## src/rtl/lect_ram_pkg.sv

```systemverilog
// -----------------------------------------------------------------------------
// lect_ram_pkg
// Shared definitions for the RAM read-sweep block (fsm_lect_ram) and its
// output skid buffer (lect_ram_skid_buf).
//   - state_e : 2-bit FSM encoding ST_IDLE / ST_READ / ST_DRAIN / ST_FIN
//   - DEF_*   : default widths of the RAM address bus, RAM word and word count
// -----------------------------------------------------------------------------
package lect_ram_pkg;

  localparam int unsigned DEF_ADDR_W = 32;
  localparam int unsigned DEF_DATA_W = 8;
  localparam int unsigned DEF_LEN_W  = 17;

  typedef enum logic [1:0] {
    ST_IDLE  = 2'd0,
    ST_READ  = 2'd1,
    ST_DRAIN = 2'd2,
    ST_FIN   = 2'd3
  } state_e;

endpackage : lect_ram_pkg

```

## src/rtl/lect_ram_skid_buf.sv

```systemverilog
// -----------------------------------------------------------------------------
// lect_ram_skid_buf
// Two-entry FIFO that captures RAM read data one cycle after each read issue
// and presents the head word to the consumer with valid/ready handshaking.
// Ports:
//   clk          in   system clock (rising edge)
//   reset        in   asynchronous active-low reset (empties buffer, zeroes data)
//   push_i       in   capture push_data_i this cycle
//   push_data_i  in   word to capture (RAM read data)
//   pop_i        in   head word accepted by the consumer this cycle
//   data_o       out  head-of-buffer word
//   valid_o      out  buffer holds at least one word
//   count_o      out  occupancy, 0..2
// The producer guarantees push never hits a full buffer without a pop.
// -----------------------------------------------------------------------------
module lect_ram_skid_buf
  import lect_ram_pkg::*;
#(
  parameter int unsigned DATA_W = DEF_DATA_W
) (
  input  logic              clk,
  input  logic              reset,
  input  logic              push_i,
  input  logic [DATA_W-1:0] push_data_i,
  input  logic              pop_i,
  output logic [DATA_W-1:0] data_o,
  output logic              valid_o,
  output logic [1:0]        count_o
);

  logic [DATA_W-1:0] mem_q [2];
  logic              wr_ptr_q;
  logic              rd_ptr_q;
  logic [1:0]        count_q;
  logic [1:0]        count_d;
  logic              pop_ok;

  // A pop on an empty buffer is meaningless; ignore it rather than underflow.
  assign pop_ok = pop_i && (count_q != 2'd0);

  always_comb begin
    count_d = count_q;
    case ({push_i, pop_ok})
      2'b10:   count_d = count_q + 2'd1;
      2'b01:   count_d = count_q - 2'd1;
      default: count_d = count_q;
    endcase
  end

  always_ff @(posedge clk or negedge reset) begin
    if (!reset) begin
      mem_q[0] <= '0;
      mem_q[1] <= '0;
      wr_ptr_q <= 1'b0;
      rd_ptr_q <= 1'b0;
      count_q  <= 2'd0;
    end else begin
      if (push_i) begin
        mem_q[wr_ptr_q] <= push_data_i;
        wr_ptr_q        <= ~wr_ptr_q;
      end
      if (pop_ok) begin
        rd_ptr_q <= ~rd_ptr_q;
      end
      count_q <= count_d;
    end
  end

  assign data_o  = mem_q[rd_ptr_q];
  assign valid_o = (count_q != 2'd0);
  assign count_o = count_q;

endmodule : lect_ram_skid_buf

```

## src/rtl/fsm_lect_ram.sv

```systemverilog
// -----------------------------------------------------------------------------
// fsm_lect_ram
// Read-side counterpart of the ROM-to-RAM initialisation FSM. A start pulse
// sweeps num_words consecutive RAM addresses from base_dir through the RAM's
// synchronous read port (1-cycle latency) and streams the words out with
// valid/ready backpressure. The block never drives the RAM write enable.
// Ports:
//   clk             in   system clock (rising edge)
//   reset           in   asynchronous active-low reset
//   do_it_lect_ram  in   start pulse, ignored while busy
//   base_dir        in   first RAM address (latched at start)
//   num_words       in   number of words to read (latched at start)
//   dir_ram         out  RAM read address
//   r_ram_enable    out  RAM read enable
//   ram_data        in   RAM read data, valid the cycle after r_ram_enable
//   data_out        out  head word towards the consumer
//   data_valid      out  data_out holds a valid word
//   data_ready      in   consumer accepts data_out
//   stop_lect       in   (LECT_RAM_WRAP_EN only) end the refresh loop
//   busy            out  sweep in progress
//   done            out  1-cycle pulse after the last word transfers
// Build option LECT_RAM_WRAP_EN: the sweep restarts at base_dir after the last
// address and keeps refreshing until stop_lect, then drains and pulses done.
// -----------------------------------------------------------------------------
module fsm_lect_ram
  import lect_ram_pkg::*;
#(
  parameter int unsigned ADDR_W = DEF_ADDR_W,
  parameter int unsigned DATA_W = DEF_DATA_W,
  parameter int unsigned LEN_W  = DEF_LEN_W
) (
  input  logic              clk,
  input  logic              reset,
  input  logic              do_it_lect_ram,
  input  logic [ADDR_W-1:0] base_dir,
  input  logic [LEN_W-1:0]  num_words,
  output logic [ADDR_W-1:0] dir_ram,
  output logic              r_ram_enable,
  input  logic [DATA_W-1:0] ram_data,
  output logic [DATA_W-1:0] data_out,
  output logic              data_valid,
  input  logic              data_ready,
`ifdef LECT_RAM_WRAP_EN
  input  logic              stop_lect,
`endif
  output logic              busy,
  output logic              done
);

  localparam logic [ADDR_W-1:0] ADDR_ONE = {{(ADDR_W-1){1'b0}}, 1'b1};
  localparam logic [LEN_W-1:0]  LEN_ONE  = {{(LEN_W-1){1'b0}}, 1'b1};

  state_e            state_q,     state_d;
  logic [ADDR_W-1:0] addr_q,      addr_d;
  logic [LEN_W-1:0]  remaining_q, remaining_d;
  logic              inflight_q,  inflight_d;
`ifdef LECT_RAM_WRAP_EN
  logic [ADDR_W-1:0] base_q,      base_d;
  logic [LEN_W-1:0]  num_q,       num_d;
  logic              stop_req;
`endif

  logic       pop;
  logic [1:0] buf_count;
  logic       room_ok;
  logic       issue;
  logic       last_pop_done;

  assign pop = data_valid && data_ready;

  // Buffer slots already committed (held + arriving) minus the one leaving
  // this cycle must leave a free slot, so a new read can never overflow.
  assign room_ok = ({1'b0, buf_count} + {2'b00, inflight_q}) < (3'd2 + {2'b00, pop});

`ifdef LECT_RAM_WRAP_EN
  assign stop_req = stop_lect;
  assign issue    = (state_q == ST_READ) && (remaining_q != '0) && room_ok && !stop_req;
`else
  assign issue    = (state_q == ST_READ) && (remaining_q != '0) && room_ok;
`endif

  // Drain ends in the cycle the final word leaves, so done follows immediately.
  assign last_pop_done = !inflight_q &&
                         ((buf_count == 2'd0) || ((buf_count == 2'd1) && pop));

  always_comb begin
    state_d     = state_q;
    addr_d      = addr_q;
    remaining_d = remaining_q;
    inflight_d  = issue;
`ifdef LECT_RAM_WRAP_EN
    base_d      = base_q;
    num_d       = num_q;
`endif
    case (state_q)
      ST_IDLE: begin
        if (do_it_lect_ram) begin
          addr_d      = base_dir;
          remaining_d = num_words;
`ifdef LECT_RAM_WRAP_EN
          base_d      = base_dir;
          num_d       = num_words;
`endif
          state_d     = (num_words == '0) ? ST_FIN : ST_READ;
        end
      end
      ST_READ: begin
`ifdef LECT_RAM_WRAP_EN
        if (stop_req) begin
          state_d = ST_DRAIN;
        end else if (issue) begin
          if (remaining_q == LEN_ONE) begin
            addr_d      = base_q;
            remaining_d = num_q;
          end else begin
            addr_d      = addr_q + ADDR_ONE;
            remaining_d = remaining_q - LEN_ONE;
          end
        end
`else
        if (issue) begin
          addr_d      = addr_q + ADDR_ONE;
          remaining_d = remaining_q - LEN_ONE;
          if (remaining_q == LEN_ONE) begin
            state_d = ST_DRAIN;
          end
        end else if (remaining_q == '0) begin
          state_d = ST_DRAIN;
        end
`endif
      end
      ST_DRAIN: begin
        if (last_pop_done) begin
          state_d = ST_FIN;
        end
      end
      ST_FIN: begin
        state_d = ST_IDLE;
      end
      default: begin
        state_d = ST_IDLE;
      end
    endcase
  end

  always_ff @(posedge clk or negedge reset) begin
    if (!reset) begin
      state_q     <= ST_IDLE;
      addr_q      <= '0;
      remaining_q <= '0;
      inflight_q  <= 1'b0;
`ifdef LECT_RAM_WRAP_EN
      base_q      <= '0;
      num_q       <= '0;
`endif
    end else begin
      state_q     <= state_d;
      addr_q      <= addr_d;
      remaining_q <= remaining_d;
      inflight_q  <= inflight_d;
`ifdef LECT_RAM_WRAP_EN
      base_q      <= base_d;
      num_q       <= num_d;
`endif
    end
  end

  // RAM data returns one cycle after the issue; capture it then.
  lect_ram_skid_buf #(
    .DATA_W (DATA_W)
  ) u_skid_buf (
    .clk         (clk),
    .reset       (reset),
    .push_i      (inflight_q),
    .push_data_i (ram_data),
    .pop_i       (pop),
    .data_o      (data_out),
    .valid_o     (data_valid),
    .count_o     (buf_count)
  );

  assign dir_ram      = addr_q;
  assign r_ram_enable = issue;
  assign busy         = (state_q != ST_IDLE);
  assign done         = (state_q == ST_FIN);

endmodule : fsm_lect_ram

```

## config.mk

```make
export PLATFORM = sky130hd
export DESIGN_NAME = fsm_lect_ram
export DESIGN_NICKNAME = d
export VERILOG_FILES = /design/src/rtl/lect_ram_pkg.sv /design/src/rtl/lect_ram_skid_buf.sv /design/src/rtl/fsm_lect_ram.sv
export SDC_FILE = /design/constraint.sdc
export NUM_CORES = 1
export LEC_CHECK = 0
export ABC_CLOCK_PERIOD_IN_PS = 5550
export BUFFER_PORTS_ARGS = -buffer_cell sky130_fd_sc_hd__buf_4
export CAP_MARGIN = 0
export CORE_UTILIZATION = 50
export CTS_CLUSTER_SIZE = 25
export DETAILED_ROUTE_END_ITERATION = 16
export PLACE_DENSITY = 0.75
export SYNTH_ARGS = -nofsm -noshare
export SYNTH_HDL_FRONTEND = slang
export SYNTH_SLANG_ARGS = --single-unit
```

## constraint.sdc

```tcl
create_clock -name clk -period 5.55 [get_ports clk]
set_clock_uncertainty 0.15 [all_clocks]
set_input_delay 0.555 -clock clk [delete_from_list [all_inputs] [get_ports clk]]
set_output_delay 0.555 -clock clk [all_outputs]
set_load 0.02 [all_outputs]
```

* Word-level counts from Yosys, hierarchy flattened
Index checks and enable logic that the tools add are counted.
** Word-level totals
- Flip-flop bits (word level) :: 72
- Bits of input ports :: 61
- Output and inout bits :: 44
- Word-level logic and storage cells :: 75
** Cells by class
- $add $sub $neg :: 6
- Magnitude comparators :: 4
- Eq/ne operators :: 12
- Muxes and demuxes :: 20
- Bitwise operators :: 4
- Reduce and logical (&&, ||, !) cells :: 20
** Operators by type and width (number)
- 32-bit two-way mux :: 2
- 32-bit one-hot mux with 2 select lines :: 1
- 17-bit logical NOT :: 2
- 17-bit two-way mux :: 2
- 17-bit one-hot mux with 2 select lines :: 1
- 32-bit by 1-bit adder with 32-bit output, second input constant :: 1
- 8-bit two-way mux :: 4
- 17-bit by 1-bit equality test with 1-bit output, second input constant :: 1
- 17-bit nonzero test :: 1
- 17-bit by 1-bit subtractor with 17-bit output, second input constant :: 1
- 16-bit bitwise mux :: 1
- 2-bit two-way mux :: 6
- 8-bit demux with 1-bit select :: 1
- 2-bit one-hot mux with 4 select lines :: 1
- 2-bit nonzero test :: 4
- 1-bit logical AND :: 7
- 2-bit by 1-bit equality test with 1-bit output, second input constant :: 3
- 2-bit equality test, second input constant :: 3
- 2-bit != test, second input constant :: 3
- 3-bit by 2-bit != test with 1-bit output, second input constant :: 2
- 2-bit >= comparator, second input constant :: 2
- 2-bit logical NOT :: 2
- 1-bit NOT with 2-bit output :: 2
- 2-bit one-hot mux with 2 select lines :: 1
- other kinds (11) :: 12

* Depth between registers and ports, before layout
Gate-level depths: netlist of run 1.
- Depth after elaboration :: 7
- Depth in mapped cells :: 9
- Depth with buffers taken out :: 8

* Hierarchy
From an unflattened synthesis of run 1, not the netlist that was laid out.
** Second synthesis, totals
- Cell total of the unflattened synthesis :: 465
- Area, all modules :: 4360.4 um2
** Modules (own cells, without submodules)
- fsm_lect_ram :: instances 1, cells each 408, area an instance 3488.3 um2, sequential area each 1301.2 um2
- lect_ram_skid_buf :: instances 1, cells each 57, area an instance 872.1 um2, sequential area each 500.5 um2

* Least setup slack after synthesis of run 1
Ideal clock, no wire load.
- Path kind :: register -> output
- Start point :: register inflight_q
- End point :: output r_ram_enable
- Arrival :: 1910 ps
- Required time :: 4845 ps
- Setup slack :: 2935 ps
- Cell stages (with the launch flop) :: 7
- Buffers on the path :: 1
- Cell sequence :: dfrtp_1 -> ha_1 -> or3b_4 -> a21oi_1 -> o21ai_1 -> buf_2 -> nor2_1
** Between the ends
- Cells in the longest elaborated chain, start to end :: 3
** Ends and longest elaborated chain
- start, declared :: RTL line fsm_lect_ram.sv:56 : logic inflight_q, inflight_d;
- start signal, assigned :: RTL line fsm_lect_ram.sv:160 : inflight_q <= inflight_d;
- 2-bit by 1-bit adder with 3-bit output :: RTL line fsm_lect_ram.sv:73 : assign room_ok = ({1'b0, buf_count} + {2'b00, inflight_q}) < (3'd2 + {2'b00, pop});
- 3-bit < comparator :: RTL line fsm_lect_ram.sv:73
- 1-bit logical AND :: RTL line fsm_lect_ram.sv:79 : assign issue = (state_q == ST_READ) && (remaining_q != '0) && room_ok;
- end, declared :: RTL line fsm_lect_ram.sv:38 : output logic r_ram_enable,
Every way passes these cells.

* Worst setup path after layout of run 1
- Start point :: register u_skid_buf.count_q[0] (netlist: u_skid_buf.count_o[0])
- End point :: output r_ram_enable
** Between the ends
- Cells in the longest elaborated chain, start to end :: 5
- Elaborated cells on any way between the ends :: 6
- Those cells by class :: add/sub (2); order compare (1); reduce/logical (3)
** Ends and longest elaborated chain
- start, declared :: RTL line lect_ram_skid_buf.sv:34 : logic [1:0] count_q;
- start signal, assigned :: RTL line lect_ram_skid_buf.sv:65 : count_q <= count_d;
- 2-bit nonzero test :: RTL line lect_ram_skid_buf.sv:70 : assign valid_o = (count_q != 2'd0);
- 1-bit logical AND :: RTL line fsm_lect_ram.sv:69 : assign pop = data_valid && data_ready;
- 2-bit by 1-bit adder with 3-bit output :: RTL line fsm_lect_ram.sv:73
- 3-bit < comparator (*) :: RTL line fsm_lect_ram.sv:73
- 1-bit logical AND (*) :: RTL line fsm_lect_ram.sv:79
Every way passes the cells marked *; elsewhere a longest branch is shown, timed or not.

==> flow_summary.toml, run 1 <==
[timing]
final_hold_viol_count = 0
tightestPinTransition_ps = 1110
rsz0062_at_grt = "false"
slew_headroom_pct = 25.9
slew_violations = 0
fin_crit_ps = 3440
fmax_ghz = 0.291
post-route-period-util_pct = 62.0
setup_viol = 0
setup_tns_ps = 0
layout_setup_ws_ps = 2110

[synth]
synth_most_common_cell = "dfrtp_1"
synth.net_count = 554
yosysWarnings = 0
synth_area_leaders = "dfrtp_1, mux2_2, ha_1, a21oi_1, nand2_1"
ys.flop_type = "dfrtp_1"
syn_area_per_cell_um2 = 9.33
synthCells = 480
synth-edff-count = 0
synth_cell_types = 69
syn_area_um2 = 4480
synth_area_leader_cell = "dfrtp_1"
async_reset_ff_share_pct = 100
synth-seq-cells = 72
synth_common_cells = "dfrtp_1, nand2_1, nor2_1"
synth_top_area_share_pct = 40.2
ys_seq_area_share_pct = 40.2

[clock_network]
ctsResizeCount = 0
clock_tree.root_cell = "clkbuf_8"
h-tree-depth = 3
clock-sinks = 72
cts_setup_buffers = 0
clk_latency_ps = 360
postCtsHoldBufs = 0
cts_tree = "yes"
cts.reportedPaths.clkPinSlew_ps = 90
numCtsBuffers = 9
cts_buffer_depth = 2

[die]
die-area_um2 = 9340
initial_utilization_pct = 51.6
core_um2 = 8680
rows = 34
ios = 105
die_y_um = 96.7
die_w_um = 96.7

[worst_setup_path]
crit_arrival_ps = 2730
r2r_end = "dir_ram[0]"
endpoint_kind = "output port"
criticalPathCategory = "reg2out"
path_max_fanout = 13
rr_worst_depth = 8
worst-r2r-setup-slack_ps = 2570
start_kind = "register"
critPathRequiredTime_ps = 4850
timing.rr.start = "state_q[0]"

[placement]
pre_cts_ws_ps = 2560
io_buffers = 104
place_area_um2 = 5330
gp_congestion = 0.911
dp_hpwl_um = 8650
dp.cells = 671

[flow_run]
max-cap-violations = 0

[global_routing]
grt_pass1_vias = 4172
grt_first_pass_wirelength_um = 20200
gr-total-overflow = 0
grt_max_degree = 73
antenna_found_initial = 0
grtUsageTotal_pct = 26.5

[finish]
area_growth_pct = 24.1
final_area_um2 = 5560
fill_cells = 757
fin_cells = 687
finalNetCount = 648
antenna_cells = 0
drive_gt1_share_pct = 29.5

[route]
drt.antenna.violating_nets = 0
viasPerCell = 6.42
drc = 0
drt_iter0_markers = 404
dr.pass1.iters = 7
wirelength_um = 12500
wire_per_inst_um = 18.1
vias = 4413

[worst_hold_path]
min_path_type = "in2async"

[power]
power.total_uw = 3730
ir_drop_mv = 0.292
power_leakage_uw = 0.00235
power.density_nw_per_um2 = 672

[outcome]
status = "completed"
[layout make-up]
| class | instances | area (um^2) | area share [%] |
|---|---|---|---|
| multi-input combinational | 372 | 2540 | 45.7 |
| sequential | 72 | 1800 | 32.4 |
| timing repair buffer | 109 | 818 | 14.7 |
| tap | 108 | 135 | 2.43 |
| clock buffer | 9 | 124 | 2.23 |
| clock inverter | 7 | 101 | 1.82 |
| inverter | 10 | 37.5 | 0.675 |
[registers in the layout, indices dropped and copies added (netlist names)]
register             flops
remaining_q             17
u_skid_buf.rd_ptr_q      1
dir_ram                 32
u_skid_buf.mem_q        16
state_q                  2
u_skid_buf.count_o       2
inflight_q               1
u_skid_buf.wr_ptr_q      1
[worst max path at each step]
stage | from | end | slack, ps
detailed placement | inflight_q | r_ram_enable | 2560
finish | u_skid_buf.count_o[0] | r_ram_enable | 2110
floorplan | inflight_q | r_ram_enable | 2940
global placement | remaining_q[12] | r_ram_enable | 2600
CTS | u_skid_buf.count_o[0] | r_ram_enable | 2120
global route | u_skid_buf.count_o[0] | r_ram_enable | 1990
[per-stage QoR]
step / hold slack [ps] / util, %
floorplan: 109 / -
global placement: 331 / 61.5
detailed placement: 340 / 61.5
CTS: 213 / 64.1
global route: 265 / 64.1
finish: 182 / 64.1
[layer usage]
layer,vias to the layer above,routed length (um),track usage (%)
met5,-,0,0
met4,0,253,11.4
met3,21,949,5.13
met2,219,5930,42.1
met1,2127,5320,35.3
li1,2046,-,-
[cells in the final DEF (no fill, tap or decap), types with 8 or more instances in the layout]
master      n
nand4_1    12
clkbuf_8    9
buf_4     109
a21oi_1    30
nor3_1     10
o22ai_1    18
nand3_1    20
nor2_1     33
dfrtp_1    72
nor4_1      8
or4_1       8
o311ai_0    8
mux2_2     25
and3_1     11
nand2_1    40
o211ai_1    9
a31oi_1     9
o21ai_0    25
ha_1       12
inv_1      10
[where the power goes]
group          leakage, uW  internal, uW  switching (uW)
registers         0.000844           805             350
clock network     0.000107           258             224
logic              0.00140           877            1220
[cell families after synthesis]
family,count (synthesis),share of synthesized area (%)
flip-flops,72,40.2
AO/OA/AOI/OAI,149,22.6
buffers and inverters,36,3.21
AND/OR/NAND/NOR,175,21.9
multiplexers,31,7.62
adder cells (fa/ha/maj),13,3.63
XOR/XNOR,4,0.782
[critical path: stages, from the launching register on]
cell and delay, ps:
dfrtp_1 420, inv_1 90, ha_1 250, or3b_4 440
a21oi_1 250, o21ai_1 370, nor2_1 340, buf_4 200
No activity file was read; power rests on OpenSTA's default activity.
==> run 2: changes to the inputs <==
Settings changed: ABC_AREA from default to 1, ABC_CLOCK_PERIOD_IN_PS 5550 to 2900, PLACE_DENSITY 0.75 to 0.77.
Clock period 5.55 ns to 2.9 ns, I/O delays scaled along.
==> flow_summary.toml, run 2 <==
[timing]
fmax_ghz = 0.423
tightestPinTransition_ps = 969
rsz0062_at_grt = "false"
slew_headroom_pct = 35.2
post-route-period-util_pct = 81.4
setup_viol = 0
whs_ps = 68.4
setup_tns_ps = 0
final_hold_viol_count = 0
fin_crit_ps = 2360
slew_violations = 0

[global_routing]
antenna_found_initial = 0
global_route.usage.met1_pct = 38.1
grt_pass1_vias = 4616
use_met3_pct = 4.31
grtUsageTotal_pct = 26.7
grt_first_pass_wirelength_um = 21800
grtUsageMet2_pct = 41.5
gr-total-overflow = 0
busiest_layer = "met2"
grt_max_degree = 73

[finish]
area_growth_pct = 21.1
mostFrequentLayoutCells = "nand2_1, buf_4, nor2_1"
drive_gt1_share_pct = 15.4
antenna_cells = 0
post-route-util_pct = 62.5
final_common_cell = "nand2_1"
finalNetCount = 993
multi_input_area_um2 = 2870
fill_cells = 982
largest_register_ffs = 32
ff_latch_area_um2 = 1800

[route]
drc = 0
drt.antenna.violating_nets = 0
vias = 5218
drt_iter0_markers = 259
wire_per_inst_um = 12.3
viasPerCell = 4.94
wirelength_um = 13000
dr.pass1.iters = 6

[worst_hold_path]
min_path_type = "in2reg"

[die]
die_w_um = 102
ios = 105
die_y_um = 102
initial_utilization_pct = 51.7
rows = 36
die-area_um2 = 10500
core_um2 = 9770

[worst_setup_path]
start_kind = "register"
cpPeakStageDelay_ps = 410
endpoint_kind = "register"
worst-path-buf-inv = 2
path_max_fanout = 37
cp_cell_sequence = "inv_1 -> ha_1 -> nor2_4 -> nand2_1 -> a21oi_1 -> nand3_2 -> nand2_1 -> o21ai_4 -> buf_4 -> nand2_1 -> nand2_1"
crit_arrival_ps = 2460
critPathRequiredTime_ps = 2990
critPathSlowestCell = "dfrtp_1"
crit_top_cell = "nand2_1"
criticalPathCategory = "reg2reg"
critPathTopFamily = "simple AND/OR/NAND/NOR gates"

[synth]
synth_most_common_cell = "nand2_1"
synth_cell_types = 28
synth.net_count = 896
synth_area_leaders = "dfrtp_1, nand2_1, nor2_1, nand3_1, inv_1"
synthCells = 822
synth_top_area_share_pct = 35.7
synth-seq-cells = 72
async_reset_ff_share_pct = 100
ys_seq_area_share_pct = 35.7
synth-edff-count = 0
syn_area_per_cell_um2 = 6.14
ys.flop_type = "dfrtp_1"
syn_area_um2 = 5050
yosysWarnings = 0
synth_area_leader_cell = "dfrtp_1"
synth_common_cells = "nand2_1, nor2_1, dfrtp_1"

[power]
power_frac_seq_pct = 30.6
power_frac_comb_pct = 57.4
power_leakage_uw = 0.00336
switchingPower_uw = 3460
pwr-share-clk_pct = 12.0
internal_power_uw = 3420
ir_drop_mv = 0.416
power.density_nw_per_um2 = 1130
switching_share_pct = 50.3

[clock_network]
clk_latency_ps = 350
h-tree-depth = 3
clock-sinks = 72
cts_setup_buffers = 0
postCtsHoldBufs = 1
cts.reportedPaths.clkPinSlew_ps = 80
ctsResizeCount = 0
cts_buffer_depth = 2
cts_tree = "yes"
clock_tree.root_cell = "clkbuf_8"
numCtsBuffers = 9

[placement]
gp_congestion = 0.925
io_buffers = 104
dp_hpwl_um = 9350

[flow_run]
max-cap-violations = 0

[outcome]
status = "completed"
## run 2: cell types whose count changed after synthesis, sizes merged, moves of 11 or more
cell | before | now
nand2 | 41 | 440
inv | 10 | 67
nor2 | 33 | 81
nand3 | 21 | 53
a21oi | 31 | 6
mux2 | 25 | 0
o22ai | 18 | 0
and3 | 12 | 0
nor3 | 12 | 1
## run 2: routing by layer
layer | up-vias | part of all wire, %
li1 | 2710 | -
met5 | - | 0
met3 | 15 | 6.2
met1 | 2342 | 49
met4 | 0 | 1.1
met2 | 151 | 44
## run 2: final timing paths
| check | startpoint | to | slack (ps) | cells after the start |
|---|---|---|---|---|
| setup / recovery | u_skid_buf.count_o[0] | dir_ram[18] | 540 | 11 |
| hold / removal | base_dir[26] | dir_ram[26] | 70 | 5 |
| setup reg to reg | u_skid_buf.count_o[0] | dir_ram[18] | 540 | 11 |
| hold reg to reg | u_skid_buf.mem_q[6] | u_skid_buf.mem_q[6] | 340 | 2 |
| max in group asynchronous | reset | dir_ram[15] | 1520 | 2 |
| min in group asynchronous | reset | dir_ram[13] | 450 | 2 |
## run 2: cells by family after synthesis
group | Yosys count | synth area share (%)
adders and majority gates | 13 | 3.22
xor gates and xnor gates | 7 | 1.21
and+or+nand+nor | 594 | 47.1
DFF | 72 | 35.7
buffers and inverters | 91 | 7.68
AOI/OAI and AO/OA | 45 | 5.11
## run 2: cell type report
cell class                      count  area share (%)
Clock buffer                       13            2.60
Inverter                           67            4.11
Multi-Input combinational cell    659            46.9
Clock inverter                      2           0.635
Timing Repair Buffer              110            13.6
Tap cell                          133            2.72
Sequential cell                    72            29.5
## run 2: stage by stage
| step | instance area, um^2 | cells | worst slack, ps | total power (uW) |
|---|---|---|---|---|
| detailed placement | 5900 | 1040 | 519 | 6080 |
| finish | 6110 | 1056 | 538 | 6890 |
| floorplan | 5050 | 822 | 929 | 4900 |
| global route | 6110 | 1056 | 332 | 7590 |
| CTS | 6110 | 1056 | 507 | 6920 |
| global placement | 5900 | 1040 | 580 | 6010 |
## run 2: worst min-delay path, cell delays in order
cell	delay (ps)
buf_4	80
nand2_1	40
nand2_1	50
nand2_1	40
nand2_1	40
## run 2: power by group through the flow
stage / Clock [uW] / Sequential, uW / Combinational (uW)
6_report: 826 / 2110 / 3950
5_1_grt: 873 / 2190 / 4530
4_1_cts: 839 / 2100 / 3980
3_5_place_dp: 0 / 2110 / 3970
3_3_place_gp: 0 / 2100 / 3910
2_1_floorplan: 0 / 2200 / 2700
==> run 3: changes to the inputs <==
Settings changed: ABC_CLOCK_PERIOD_IN_PS 2900 to 2390, PLACE_DENSITY 0.77 to 0.74.
Clock period 2.9 ns to 2.39 ns, I/O delays scaled along.
==> flow_summary.toml, run 3 (same netlist as run 2, synthesis figures left out) <==
[outcome]
status = "completed"

[worst_setup_path]
critPathRequiredTime_ps = 2000
worst-r2r-setup-slack_ps = 270
crit_arrival_ps = 1860
crit_top_cell = "inv_1"
timing.rr.start = "dir_ram[4]"
rr_worst_depth = 11
cp_cell_sequence = "inv_1 -> ha_1 -> nor2_4 -> nand2_1 -> a21oi_1 -> nand3_2 -> inv_1 -> buf_4"
r2r_end = "dir_ram[31]"
path_max_fanout = 4
criticalPathCategory = "reg2out"
critPathSlowestCell = "dfrtp_1"
start_kind = "register"
endpoint_kind = "output port"
cpPeakStageDelay_ps = 400

[timing]
slew_violations = 0
slew_headroom_pct = 37.8
fin_crit_ps = 2250
setup_viol = 0
setup_tns_ps = 0
fmax_ghz = 0.444
layout_setup_ws_ps = 136
tightestPinTransition_ps = 933
rsz0062_at_grt = "false"
post-route-period-util_pct = 94.3
final_hold_viol_count = 0

[die]
die-area_um2 = 10500
initial_utilization_pct = 51.7
die_y_um = 102
ios = 105
die_w_um = 102
core_um2 = 9770
rows = 36

[global_routing]
grt_max_degree = 73
grtUsageTotal_pct = 26.4
gr-total-overflow = 0
antenna_found_initial = 0
grt_first_pass_wirelength_um = 21800
grt_pass1_vias = 4876

[placement]
pre_cts_ws_ps = 297
io_buffers = 104
dp.cells = 1043
gp_congestion = 0.925
place_area_um2 = 5940
dp_hpwl_um = 9530

[clock_network]
cts_buffer_depth = 2
clock-sinks = 72
numCtsBuffers = 9
clk_latency_ps = 370
cts.reportedPaths.clkPinSlew_ps = 90
cts_tree = "yes"
h-tree-depth = 3
clock_tree.root_cell = "clkbuf_8"

[route]
drt_iter0_markers = 241
drt.antenna.violating_nets = 0
drc = 0
wire_per_inst_um = 12.3
viasPerCell = 4.99
vias = 5344
dr.pass1.iters = 5
wirelength_um = 13200

[finish]
drive_gt1_share_pct = 16.0
final_common_cell = "nand2_1"
post-route-util_pct = 64.0
mostFrequentLayoutCells = "nand2_1, buf_4, nor2_1"
finalNetCount = 1006
fin_cells = 1070
largest_register_ffs = 32
area_growth_pct = 23.8
antenna_cells = 0
fill_cells = 941
final_area_um2 = 6250

[worst_hold_path]
min-delay-start = "ram_data[7]"
whs_endpoint = "u_skid_buf.mem_q[15]"
min_path_type = "in2reg"
hold-path-cell-count = 3

[power]
ir_drop_mv = 0.705
power_leakage_uw = 0.00343
power.density_nw_per_um2 = 1360

[flow_run]
max-cap-violations = 0
==> run 3: cell types whose count changed in the layout (fill, tap and decap cells not counted), moves of 2 or more <==
cell / delta
clkbuf_1: -2
dlygate4sd3_1: +8
inv_6: +2
clkinv_4: +2
buf_12: +2
buf_4: +3
clkbuf_8: -2
==> run 3: power by group <==
part	total, uW	internal (uW)	switching, uW
Sequential	2550	1840	712
Clock	1020	493	525
Combinational	4940	1890	3060
Total	8510	4220	4300
==> run 3: per-stage QoR <==
stage | hold WS [ps] | power, uW
5_1_grt | 27.3 | 9360
3_3_place_gp | 280 | 7320
2_1_floorplan | -207 | 5940
6_report | 9.82 | 8510
4_1_cts | 0.534 | 8540
3_5_place_dp | 294 | 7490
==> run 3: critical path: cells and delay by family (launching register included) <==
family	cells	cell delay (ps)
compound gates	1	190
fa+ha+maj	1	240
buf+inv	3	320
flops	1	400
simple gates	3	340
==> run 3: worst max path at each step <==
stage                                from              to  slack [ps]  cells after the start
floorplan                      dir_ram[0]     dir_ram[30]         420                     12
global placement               dir_ram[1]     dir_ram[29]         380                     11
detailed placement  u_skid_buf.count_o[0]  remaining_q[8]         300                     10
CTS                 u_skid_buf.count_o[0]    r_ram_enable          70                      8
global route        u_skid_buf.count_o[0]    r_ram_enable          10                      8
finish              u_skid_buf.count_o[0]    r_ram_enable         140                      8
==> run 3: what timing repair did <==
action                                  CTS  global route
hold buffers                              9             0
endpoints found under the hold margin    84             0
buffers inserted                          0             2
endpoints found under the setup margin    0             1
gates resized for setup                   0             0
==> run 3: layout make-up <==
class                           instances  area [um^2]  share of cell area [%]
Sequential cell                        72         1800                    28.8
Inverter                               67          251                    4.02
Clock buffer                            9          124                    1.98
Tap cell                              133          166                    2.66
Timing Repair Buffer                  123          971                    15.5
Multi-Input combinational cell        659         2860                    45.7
Clock inverter                          7         78.8                    1.26
==> run 3: routing by layer <==
layer	part of all wire (%)	global-route usage [%]	vias to the layer above
li1	-	-	2739
met1	48	36.4	2438
met3	5.4	3.49	17
met2	45	41.7	150
met4	1.5	11.0	0
met5	0	0	-
